**src/rtl/rob_commit_if.sv**
```systemverilog
// rob_commit_if: shared types and the rename/execute/retire bus of the reorder buffer.
//   types_pkg     : DEPTH, PREG_W and the rename_data record (pc, pd_new, pd_old, rob_tag)
//   rob_commit_if : dispatch (valid_in, data_in, ready_in),
//                   completion (cmp_valid, cmp_tag, cmp_mispredict),
//                   retire (free_en, free_preg, mispredict, commit_valid, commit_pc) and tag_err
//   master drives dispatch/completion; slave is the reorder buffer.
package types_pkg;
   localparam int DEPTH  = 16;
   localparam int PREG_W = 7;
   typedef struct packed {
      logic [31:0]       pc;
      logic [PREG_W-1:0] pd_new;
      logic [PREG_W-1:0] pd_old;
      logic [3:0]        rob_tag;
   } rename_data;
endpackage

interface rob_commit_if;
   import types_pkg::*;
   logic              valid_in;
   rename_data        data_in;
   logic              ready_in;
   logic              cmp_valid;
   logic [3:0]        cmp_tag;
   logic              cmp_mispredict;
   logic              free_en;
   logic [PREG_W-1:0] free_preg;
   logic              mispredict;
   logic              commit_valid;
   logic [31:0]       commit_pc;
   logic              tag_err;
   modport master (
      output valid_in, data_in, cmp_valid, cmp_tag, cmp_mispredict,
      input  ready_in, free_en, free_preg, mispredict, commit_valid, commit_pc, tag_err
   );
   modport slave (
      input  valid_in, data_in, cmp_valid, cmp_tag, cmp_mispredict,
      output ready_in, free_en, free_preg, mispredict, commit_valid, commit_pc, tag_err
   );
endinterface

```
**src/rtl/rob_commit.sv**
```systemverilog
// rob_commit: 16-entry reorder buffer; in-order dispatch, out-of-order completion, in-order retire with flush.
//   clk, reset : clock and synchronous active-high reset
//   bus        : rob_commit_if.slave (dispatch, completion, retire/free/flush outputs, sticky tag_err)
module rob_commit
   import types_pkg::*;
(
   input logic         clk,
   input logic         reset,
   rob_commit_if.slave bus
);
   logic [DEPTH-1:0]  valid, done, mispred;
   logic [31:0]       pc_q     [DEPTH];
   logic [PREG_W-1:0] pd_new_q [DEPTH];
   logic [PREG_W-1:0] pd_old_q [DEPTH];
   logic [3:0]        head, tail;
   logic [4:0]        count;
   logic              retire, flush, dispatch, cmp_hit, frees;
   // ready looks only at registered state, so a retire this cycle never frees a slot early
   assign bus.ready_in = (count != 5'(DEPTH)) && !bus.mispredict;
   always_comb begin
      retire   = valid[head] && done[head];
      flush    = retire && mispred[head];
      frees    = retire && (pd_new_q[head] != '0);
      // a dispatch racing a flush is dropped; rename replays it after the pulse
      dispatch = bus.valid_in && bus.ready_in && !flush;
      cmp_hit  = bus.cmp_valid && valid[bus.cmp_tag] && !(dispatch && bus.cmp_tag == tail);
   end
   always_ff @(posedge clk)
      if (dispatch) begin
         pc_q[tail]     <= bus.data_in.pc;
         pd_new_q[tail] <= bus.data_in.pd_new;
         pd_old_q[tail] <= bus.data_in.pd_old;
      end
   always_ff @(posedge clk) begin
      if (reset) begin
         valid            <= '0;
         done             <= '0;
         mispred          <= '0;
         head             <= '0;
         tail             <= '0;
         count            <= '0;
         bus.tag_err      <= 1'b0;
         bus.free_en      <= 1'b0;
         bus.free_preg    <= '0;
         bus.mispredict   <= 1'b0;
         bus.commit_valid <= 1'b0;
         bus.commit_pc    <= '0;
      end else begin
         bus.commit_valid <= retire;
         bus.commit_pc    <= retire ? pc_q[head] : '0;
         bus.free_en      <= frees;
         bus.free_preg    <= frees ? pd_old_q[head] : '0;
         bus.mispredict   <= flush;
         if (cmp_hit) begin
            done[bus.cmp_tag]    <= 1'b1;
            mispred[bus.cmp_tag] <= bus.cmp_mispredict;
         end
         if (dispatch) begin
            valid[tail]   <= 1'b1;
            done[tail]    <= 1'b0;
            mispred[tail] <= 1'b0;
            tail          <= tail + 4'd1;
            if (bus.data_in.rob_tag != tail) bus.tag_err <= 1'b1;
         end
         if (retire) begin
            valid[head] <= 1'b0;
            head        <= head + 4'd1;
         end
         // squashed entries are just invalidated; rename restores their pd_new from its checkpoint
         if (flush) begin
            valid <= '0;
            tail  <= head + 4'd1;
            count <= '0;
         end else
            count <= count + 5'(dispatch) - 5'(retire);
      end
   end
endmodule
```
**src/flat_wrapper.sv**
```systemverilog
// flat-port wrapper written by rule: the top's interface ports become plain ports
module rob_commit_flat import types_pkg::*;
  (clk, reset, bus_valid_in, bus_data_in, bus_cmp_valid, bus_cmp_tag, bus_cmp_mispredict, bus_ready_in, bus_free_en, bus_free_preg, bus_mispredict, bus_commit_valid, bus_commit_pc, bus_tag_err);
  rob_commit_if bus_i ();
  input logic clk;
  input logic reset;
  input wire logic [$bits(bus_i.valid_in)-1:0] bus_valid_in;
  input wire logic [$bits(bus_i.data_in)-1:0] bus_data_in;
  input wire logic [$bits(bus_i.cmp_valid)-1:0] bus_cmp_valid;
  input wire logic [$bits(bus_i.cmp_tag)-1:0] bus_cmp_tag;
  input wire logic [$bits(bus_i.cmp_mispredict)-1:0] bus_cmp_mispredict;
  output wire logic [$bits(bus_i.ready_in)-1:0] bus_ready_in;
  output wire logic [$bits(bus_i.free_en)-1:0] bus_free_en;
  output wire logic [$bits(bus_i.free_preg)-1:0] bus_free_preg;
  output wire logic [$bits(bus_i.mispredict)-1:0] bus_mispredict;
  output wire logic [$bits(bus_i.commit_valid)-1:0] bus_commit_valid;
  output wire logic [$bits(bus_i.commit_pc)-1:0] bus_commit_pc;
  output wire logic [$bits(bus_i.tag_err)-1:0] bus_tag_err;
  assign bus_i.valid_in = bus_valid_in;
  assign bus_i.data_in = bus_data_in;
  assign bus_i.cmp_valid = bus_cmp_valid;
  assign bus_i.cmp_tag = bus_cmp_tag;
  assign bus_i.cmp_mispredict = bus_cmp_mispredict;
  assign bus_ready_in = bus_i.ready_in;
  assign bus_free_en = bus_i.free_en;
  assign bus_free_preg = bus_i.free_preg;
  assign bus_mispredict = bus_i.mispredict;
  assign bus_commit_valid = bus_i.commit_valid;
  assign bus_commit_pc = bus_i.commit_pc;
  assign bus_tag_err = bus_i.tag_err;
  rob_commit u_core (.clk(clk), .reset(reset), .bus(bus_i));
endmodule
```
**config.mk**
```make
export PLATFORM = sky130hd
export DESIGN_NAME = rob_commit_flat
export DESIGN_NICKNAME = d
export VERILOG_FILES = /design/src/rtl/rob_commit_if.sv /design/src/rtl/rob_commit.sv /design/src/flat_wrapper.sv
export SDC_FILE = /design/constraint.sdc
export NUM_CORES = 1
export LEC_CHECK = 0
export BUFFER_PORTS_ARGS = -buffer_cell sky130_fd_sc_hd__buf_4
export CAP_MARGIN = 30
export CORE_ASPECT_RATIO = 0.75
export CORE_UTILIZATION = 56
export CTS_CLUSTER_DIAMETER = 40
export DETAILED_ROUTE_END_ITERATION = 8
export GPL_ROUTABILITY_DRIVEN = 1
export GPL_TIMING_DRIVEN = 0
export PLACE_DENSITY = 0.87
export SYNTH_ARGS = -nofsm -noshare
export SYNTH_HDL_FRONTEND = slang
export SYNTH_SLANG_ARGS = --single-unit
```
**constraint.sdc**
```tcl
create_clock -name clk -period 3.5 [get_ports clk]
set_input_delay 0.35 -clock clk [delete_from_list [all_inputs] [get_ports clk]]
set_output_delay 0.35 -clock clk [all_outputs]
set_load 0.01 [all_outputs]
```
==> results of run 1 <==
[cell usage in the layout (no fill, tap or decap), types with 7 or more instances in the layout]
cell and count:
a31oi_1 52, clkbuf_1 56, ha_1 13, nor3b_1 8
nor4_1 20, a211oi_1 10, a311oi_1 28, bufinv_16 11
inv_1 34, xnor2_1 10, dfxtp_1 106, buf_12 9
nor2b_1 40, nand2_1 16, a21oi_1 7, clkinvlp_4 8
edfxtp_1 736, clkbuf_16 88, nor2_1 24, clkinv_1 7
inv_6 11, buf_4 120, clkinv_2 11, xor2_1 10
nand3_1 7, and3_4 20, dlygate4sd3_1 31, buf_2 34
mux4_2 211, a2111oi_2 10, o21a_1 16, mux2_2 16
[stage by stage]
| stage | hold WS [ns] | TNS [ns] |
|---|---|---|
| global route | 0.0166 | 0 |
| CTS | 0.000859 | 0 |
| floorplan | 0.435 | 0 |
| detailed placement | 0.454 | -371.54 |
| global placement | 0.443 | -592.54 |
| finish | 0.0238 | 0 |
[routing by layer]
metal  vias up  GRT usage [%]  routed length [um]
met3       341           7.93               10500
met4         4           12.3                4060
met1      9121           36.8               28900
met5         -              0                  26
li1       6955              -                   -
met2      1519           48.6               42200
[path summary, 6_finish.rpt]
| path | startpoint | endpoint | slack, ns |
|---|---|---|---|
| min | bus_data_in[38] | u_core.pc_q[15][20] | 0.02 |
| max reg2reg | u_core.head[1] | u_core.pd_old_q[13][1] | 0.02 |
| min reg2reg | u_core.done[1] | u_core.done[1] | 0.47 |
| max | u_core.head[1] | u_core.pd_old_q[13][1] | 0.02 |
[where the power goes]
group / internal (W) / total (W) / leakage (nW) / switching (W)
sequential: 0.0112 / 0.0113 / 7.52 / 0.0000934
combinational: 0.000526 / 0.00139 / 3.05 / 0.000860
clock: 0.00559 / 0.00972 / 1.45 / 0.00413
total: 0.0173 / 0.0224 / 12.0 / 0.00509
[kinds of logic after synthesis]
group	share of synthesized area (%)
mux	15.3
flops	75.0
fa+ha+maj	0.604
buf+inv	2.05
simple gates	2.93
xor+xnor	0.542
compound gates	3.52
[critical path: stages, from the launching register on]
cell      delay (ns)
dfxtp_2         0.37
buf_6           0.17
mux4_2          0.57
a22oi_2         0.32
nand3_2         0.15
a31oi_4         0.21
buf_12          0.15
clkbuf_2        0.37
and3_4          0.51
buf_12          0.29
[cell type report]
cell class                 count  area, sq um
sequential                   844        24300
tap                          770          963
buffer                        99          553
inverter                      34          128
multi-input combinational    571         7550
timing repair buffer         159         1360
antenna                        3         7.51
clock inverter                62          737
clock buffer                 101         2270
fill                        3436        18700
[cells in the mapped netlist, types with 19 or more instances]
master | number | area (sq um)
edfxtp_1 | 736 | 22100
mux4_2 | 211 | 4750
dfxtp_1 | 108 | 2160
a31oi_1 | 52 | 325
clkbuf_1 | 46 | 173
nor2b_1 | 40 | 250
buf_2 | 35 | 175
inv_1 | 34 | 128
a311oi_1 | 28 | 245
nor2_1 | 24 | 90.1
nor4_1 | 20 | 125
and3_1 | 19 | 119
[sequential cells by signal, indices dropped and copies added (netlist names), 4 cells and up, named ones only]
register	count
u_core.pd_new_q	112
u_core.count	5
u_core.head	4
u_core.tail	4
u_core.valid	16
u_core.pc_q	512
u_core.bus.commit_pc	32
u_core.pd_old_q	112
u_core.mispred	16
u_core.bus.free_preg	7
u_core.done	16
[timing repair]
action,4_1_cts,5_1_grt
hold endpoints to repair,454,0
gates resized for setup,18,7
hold buffers,31,0
pin swaps,8,6
endpoints found under the setup margin,740,195
gates cloned,4,0
buffers inserted,6,13
==> results.sh, run 1 <==
export IMPL_ys_ff_latch=844
export IMPL_dr_pass1_iters=8
export IMPL_rows=75
export IMPL_cts_made_buffers=87
export IMPL_finalPower_w=0.0224
export IMPL_start_util_pct=57.2
export IMPL_timing_final_ws_setup_ns=0.0226
export IMPL_synth_edf_count=736
export IMPL_core_area_sq_um=56500
export IMPL_rsz0062_at_grt="no"
export IMPL_syn_nets=1620
export IMPL_die_w_um=279
export IMPL_drv_cap=0
export IMPL_place_inst=2422
export IMPL_cp_data_arrival_time_ns=3.81
export IMPL_postLayoutCellArea_sq_um=37800
export IMPL_drc=0
export IMPL_relSlewSlack_pct=26.7
export IMPL_gp_congestion=0.923
export IMPL_hold_depth=1
export IMPL_die_area_sq_um=58700
export IMPL_end_kind="flip-flop"
export IMPL_ff2ff_path_depth=9
export IMPL_area_growth_pct=17.0
export IMPL_ant_nets=0
export IMPL_io_buffers=99
export IMPL_yosysWarnings=0
export IMPL_wirelength_um=85700
export IMPL_power_density_nw_per_um2=593
export IMPL_yosysUniqueCellTypes=53
export IMPL_ys_seq_area_share_pct=75.0
export IMPL_finalSetupViolCount=0
export IMPL_io_pins=103
export IMPL_ys_dominant_reg_cell="edfxtp_1"
export IMPL_track_usage_pct=29.3
export IMPL_drive_gt1_share_pct=31.8
export IMPL_cts_buffer_depth=3
export IMPL_cts_htree_levels=3
export IMPL_cts_num_sinks=844
export IMPL_drt_iter0_drc=2823
export IMPL_cts_tree="yes"
export IMPL_avgSynthCellArea_sq_um=20.9
export IMPL_critical_path_max_fanout=28
export IMPL_clk_latency_ns=0.67
export IMPL_fin_crit_sh_pct=99.4
export IMPL_antenna_found_initial=5
export IMPL_syn_area_sq_um=32300
export IMPL_utilization_pct=67.0
export IMPL_worstPathRequired_ns=3.83
export IMPL_placed_area_sq_um=34200
export IMPL_synthCells=1546
export IMPL_root_buffer="clkbuf_16"
export IMPL_vias_per_cell=6.79
export IMPL_preCtsSetupSlack_ns=-0.597
export IMPL_fin_worst_skew_ns=0.0359
export IMPL_outcome="completed"
export IMPL_slew_viol_final=0
export IMPL_async_reset_ff_share_pct=0
export IMPL_worstSetupPathType="flip-flop to flip-flop"
export IMPL_finalHoldViolCount=0
export IMPL_wl_per_cell_um=32.4
export IMPL_gr_total_overflow=0
export IMPL_vdd_ir_drop_max_mv=0.381
export IMPL_fin_crit_ns=3.48
export IMPL_grt_pass1_wl_um=121000
export IMPL_hold_path_class="primary input to flip-flop"
export IMPL_grt_pass1_vias=18300
export IMPL_clk_pin_slew_ns=0.07
export IMPL_fmax_ghz=0.288
export IMPL_hpwl_um=43300
export IMPL_num_nets_final=1870
export IMPL_startpoint_type="flip-flop"
export IMPL_dieHeight_um=210
export IMPL_stdcell_count=2643
export IMPL_vias=17900
export IMPL_worst_slew_pin_slew_ns=1.10
export IMPL_p_leak_nw=12.0
export IMPL_grt_max_degree=47
Power figures use the tool's default switching activity.
==> run 2, diff against run 1 <==
PLACE_DENSITY = 0.78   (was 0.87)
==> run 2 against run 1 <==
Against the previous run:
- global-route usage fell by 2.0 points
- clock power shrank 2.7%
- cell count decreased by 0.30%
- largest power group unchanged
- critical endpoint is now u_core.pc_q[13][3]
- largest cell class unchanged
==> results.sh, run 2 (synthesis gave the netlist of run 1 again) <==
export IMPL_outcome="completed"
export IMPL_grt_max_degree=47
export IMPL_grt_pass1_wl_um=114000
export IMPL_p_leak_nw=12.0
export IMPL_worstSetupStartpoint="u_core.head[0]"
export IMPL_hpwl_um=42900
export IMPL_core_area_sq_um=56500
export IMPL_clk_latency_ns=0.66
export IMPL_fmax_ghz=0.292
export IMPL_area_growth_pct=16.9
export IMPL_critical_path_max_fanout=24
export IMPL_die_w_um=279
export IMPL_worstReg2RegStart="u_core.head[0]"
export IMPL_netSwitchingFraction_pct=22.1
export IMPL_drv_cap=0
export IMPL_vias_per_cell=6.45
export IMPL_layout_commonest_cell="edfxtp_1"
export IMPL_cts_made_buffers=87
export IMPL_relSlewSlack_pct=31.9
export IMPL_crit_chain="bufbuf_16 -> buf_4 -> mux4_2 -> nand3_2 -> nand3_2 -> a31oi_4 -> buf_12 -> buf_2 -> and3_4 -> buf_12"
export IMPL_dr_pass1_iters=7
export IMPL_clk_pin_slew_ns=0.06
export IMPL_die_area_sq_um=58700
export IMPL_holdWs_ns=0.0243
export IMPL_drive_gt1_share_pct=31.1
export IMPL_p_seq_share_pct=51.2
export IMPL_clkPwrFrac_pct=42.8
export IMPL_ant_nets=0
export IMPL_finalHoldViolCount=0
export IMPL_timing_final_ws_setup_ns=0.0735
export IMPL_cts_num_sinks=844
export IMPL_root_buffer="clkbuf_16"
export IMPL_antenna_found_initial=5
export IMPL_worstSetupPathType="flip-flop to flip-flop"
export IMPL_reg_top3="u_core.pc_q (512), u_core.pd_new_q (112), u_core.pd_old_q (112)"
export IMPL_cp_slowest_cell="and3_4"
export IMPL_path_delay_family="buffers and inverters"
export IMPL_vias=17000
export IMPL_io_buffers=99
export IMPL_wirelength_um=78200
export IMPL_slowest_delay_ns=0.57
export IMPL_worstPathRequired_ns=3.82
export IMPL_rows=75
export IMPL_io_pins=103
export IMPL_postLayoutCellArea_sq_um=37800
export IMPL_cts_buffer_depth=3
export IMPL_drc=0
export IMPL_final_cell_mix="edfxtp_1 (736), mux4_2 (211), buf_4 (109)"
export IMPL_fin_crit_ns=3.43
export IMPL_cts_htree_levels=3
export IMPL_placed_area_sq_um=34300
export IMPL_num_nets_final=1864
export IMPL_worst_path_buf_inv=5
export IMPL_track_usage_pct=27.3
export IMPL_fin_crit_sh_pct=97.9
export IMPL_start_util_pct=57.2
export IMPL_hold_start="bus_data_in[27]"
export IMPL_power_density_nw_per_um2=585
export IMPL_worst_slew_pin_slew_ns=0.995
export IMPL_vdd_ir_drop_max_mv=0.398
export IMPL_startpoint_type="flip-flop"
export IMPL_gr_total_overflow=0
export IMPL_drt_iter0_drc=2211
export IMPL_internal_power_w=0.0172
export IMPL_p_sw_w=0.00488
export IMPL_preCtsSetupSlack_ns=-0.450
export IMPL_grt_pass1_vias=17500
export IMPL_cts_tree="yes"
export IMPL_largest_register_ffs=512
export IMPL_slew_viol_final=0
export IMPL_finalSetupViolCount=0
export IMPL_end_kind="flip-flop"
export IMPL_wl_per_cell_um=29.7
export IMPL_gp_congestion=0.923
export IMPL_fin_worst_skew_ns=0.0308
export IMPL_top_register="u_core.pc_q"
export IMPL_dieHeight_um=210
export IMPL_cp_data_arrival_time_ns=3.75
export IMPL_power_frac_comb_pct=6.0
export IMPL_hold_path_class="primary input to flip-flop"
==> run 2: cell types whose count changed in the layout (fill, tap and decap cells not counted), sizes merged <==
| cell | before | now |
|---|---|---|
| inv | 51 | 47 |
| bufinv | 11 | 9 |
| diode | 3 | 1 |
| dlygate4sd3 | 31 | 33 |
| clkbuf | 148 | 152 |
| buf | 180 | 173 |
| bufbuf | 0 | 1 |
==> run 2: layout make-up <==
class / instances / area, sq um
plain buffers: 99 / 557
fillers: 3561 / 18700
clock inverters: 56 / 643
multi-input cells: 571 / 7560
flip-flops and latches: 844 / 24300
repair buffers: 153 / 1340
well taps: 770 / 963
clock buffers: 107 / 2320
diodes: 1 / 2.50
inverters: 34 / 128
==> run 2: routing by layer <==
layer,GRT usage [%],part of all wire (%)
met2,43.9,49
met4,8.39,2.6
met1,36.6,39
met3,7.67,9.8
met5,0,0.067
==> run 2: per-stage QoR <==
| step | TNS (ns) | utilization, % | instances | power, W |
|---|---|---|---|---|
| 3_5_place_dp | -236.38 | 60.7 | 2426 | 0.0127 |
| 5_1_grt | -0.00149 | 66.9 | 2635 | 0.0226 |
| 4_1_cts | 0 | 66.7 | 2629 | 0.0221 |
| 3_3_place_gp | -495.66 | 60.3 | 2415 | 0.0126 |
| 6_report | 0 | 66.9 | 2635 | 0.0221 |
| 2_1_floorplan | 0 | - | 1546 | 0.0122 |
==> run 2: repair_timing <==
action                                  CTS  global route
hold endpoints to repair                398             0
gates resized for setup                  18            10
hold buffers                             33             0
endpoints found under the setup margin  739           465
cloned                                    5             0
pin swaps                                 8             7
buffers inserted                          4             4
==> run 2: path summary, 6_finish.rpt <==
kind	cells after the start	to	slack, ns
setup / recovery	10	u_core.pc_q[13][3]	0.07
hold / removal	1	u_core.pc_q[14][9]	0.02
setup reg to reg	10	u_core.pc_q[13][3]	0.07
hold reg to reg	1	u_core.done[13]	0.47
==> run 2: power groups by stage <==
stage | Sequential [W] | Clock [W] | Combinational (W)
floorplan | 0.0115 | 0 | 0.000736
global placement | 0.0115 | 0 | 0.00114
detailed placement | 0.0115 | 0 | 0.00120
CTS | 0.0113 | 0.00953 | 0.00129
global route | 0.0113 | 0.00991 | 0.00140
finish | 0.0113 | 0.00946 | 0.00133
==> run 2: worst reg2reg max path, cell delays in order, from the launching register on <==
cell and delay [ns]:
dfxtp_4 0.38, bufbuf_16 0.26, buf_4 0.10, mux4_2 0.50, nand3_2 0.10, nand3_2 0.16
a31oi_4 0.21, buf_12 0.18, buf_2 0.34, and3_4 0.57, buf_12 0.28
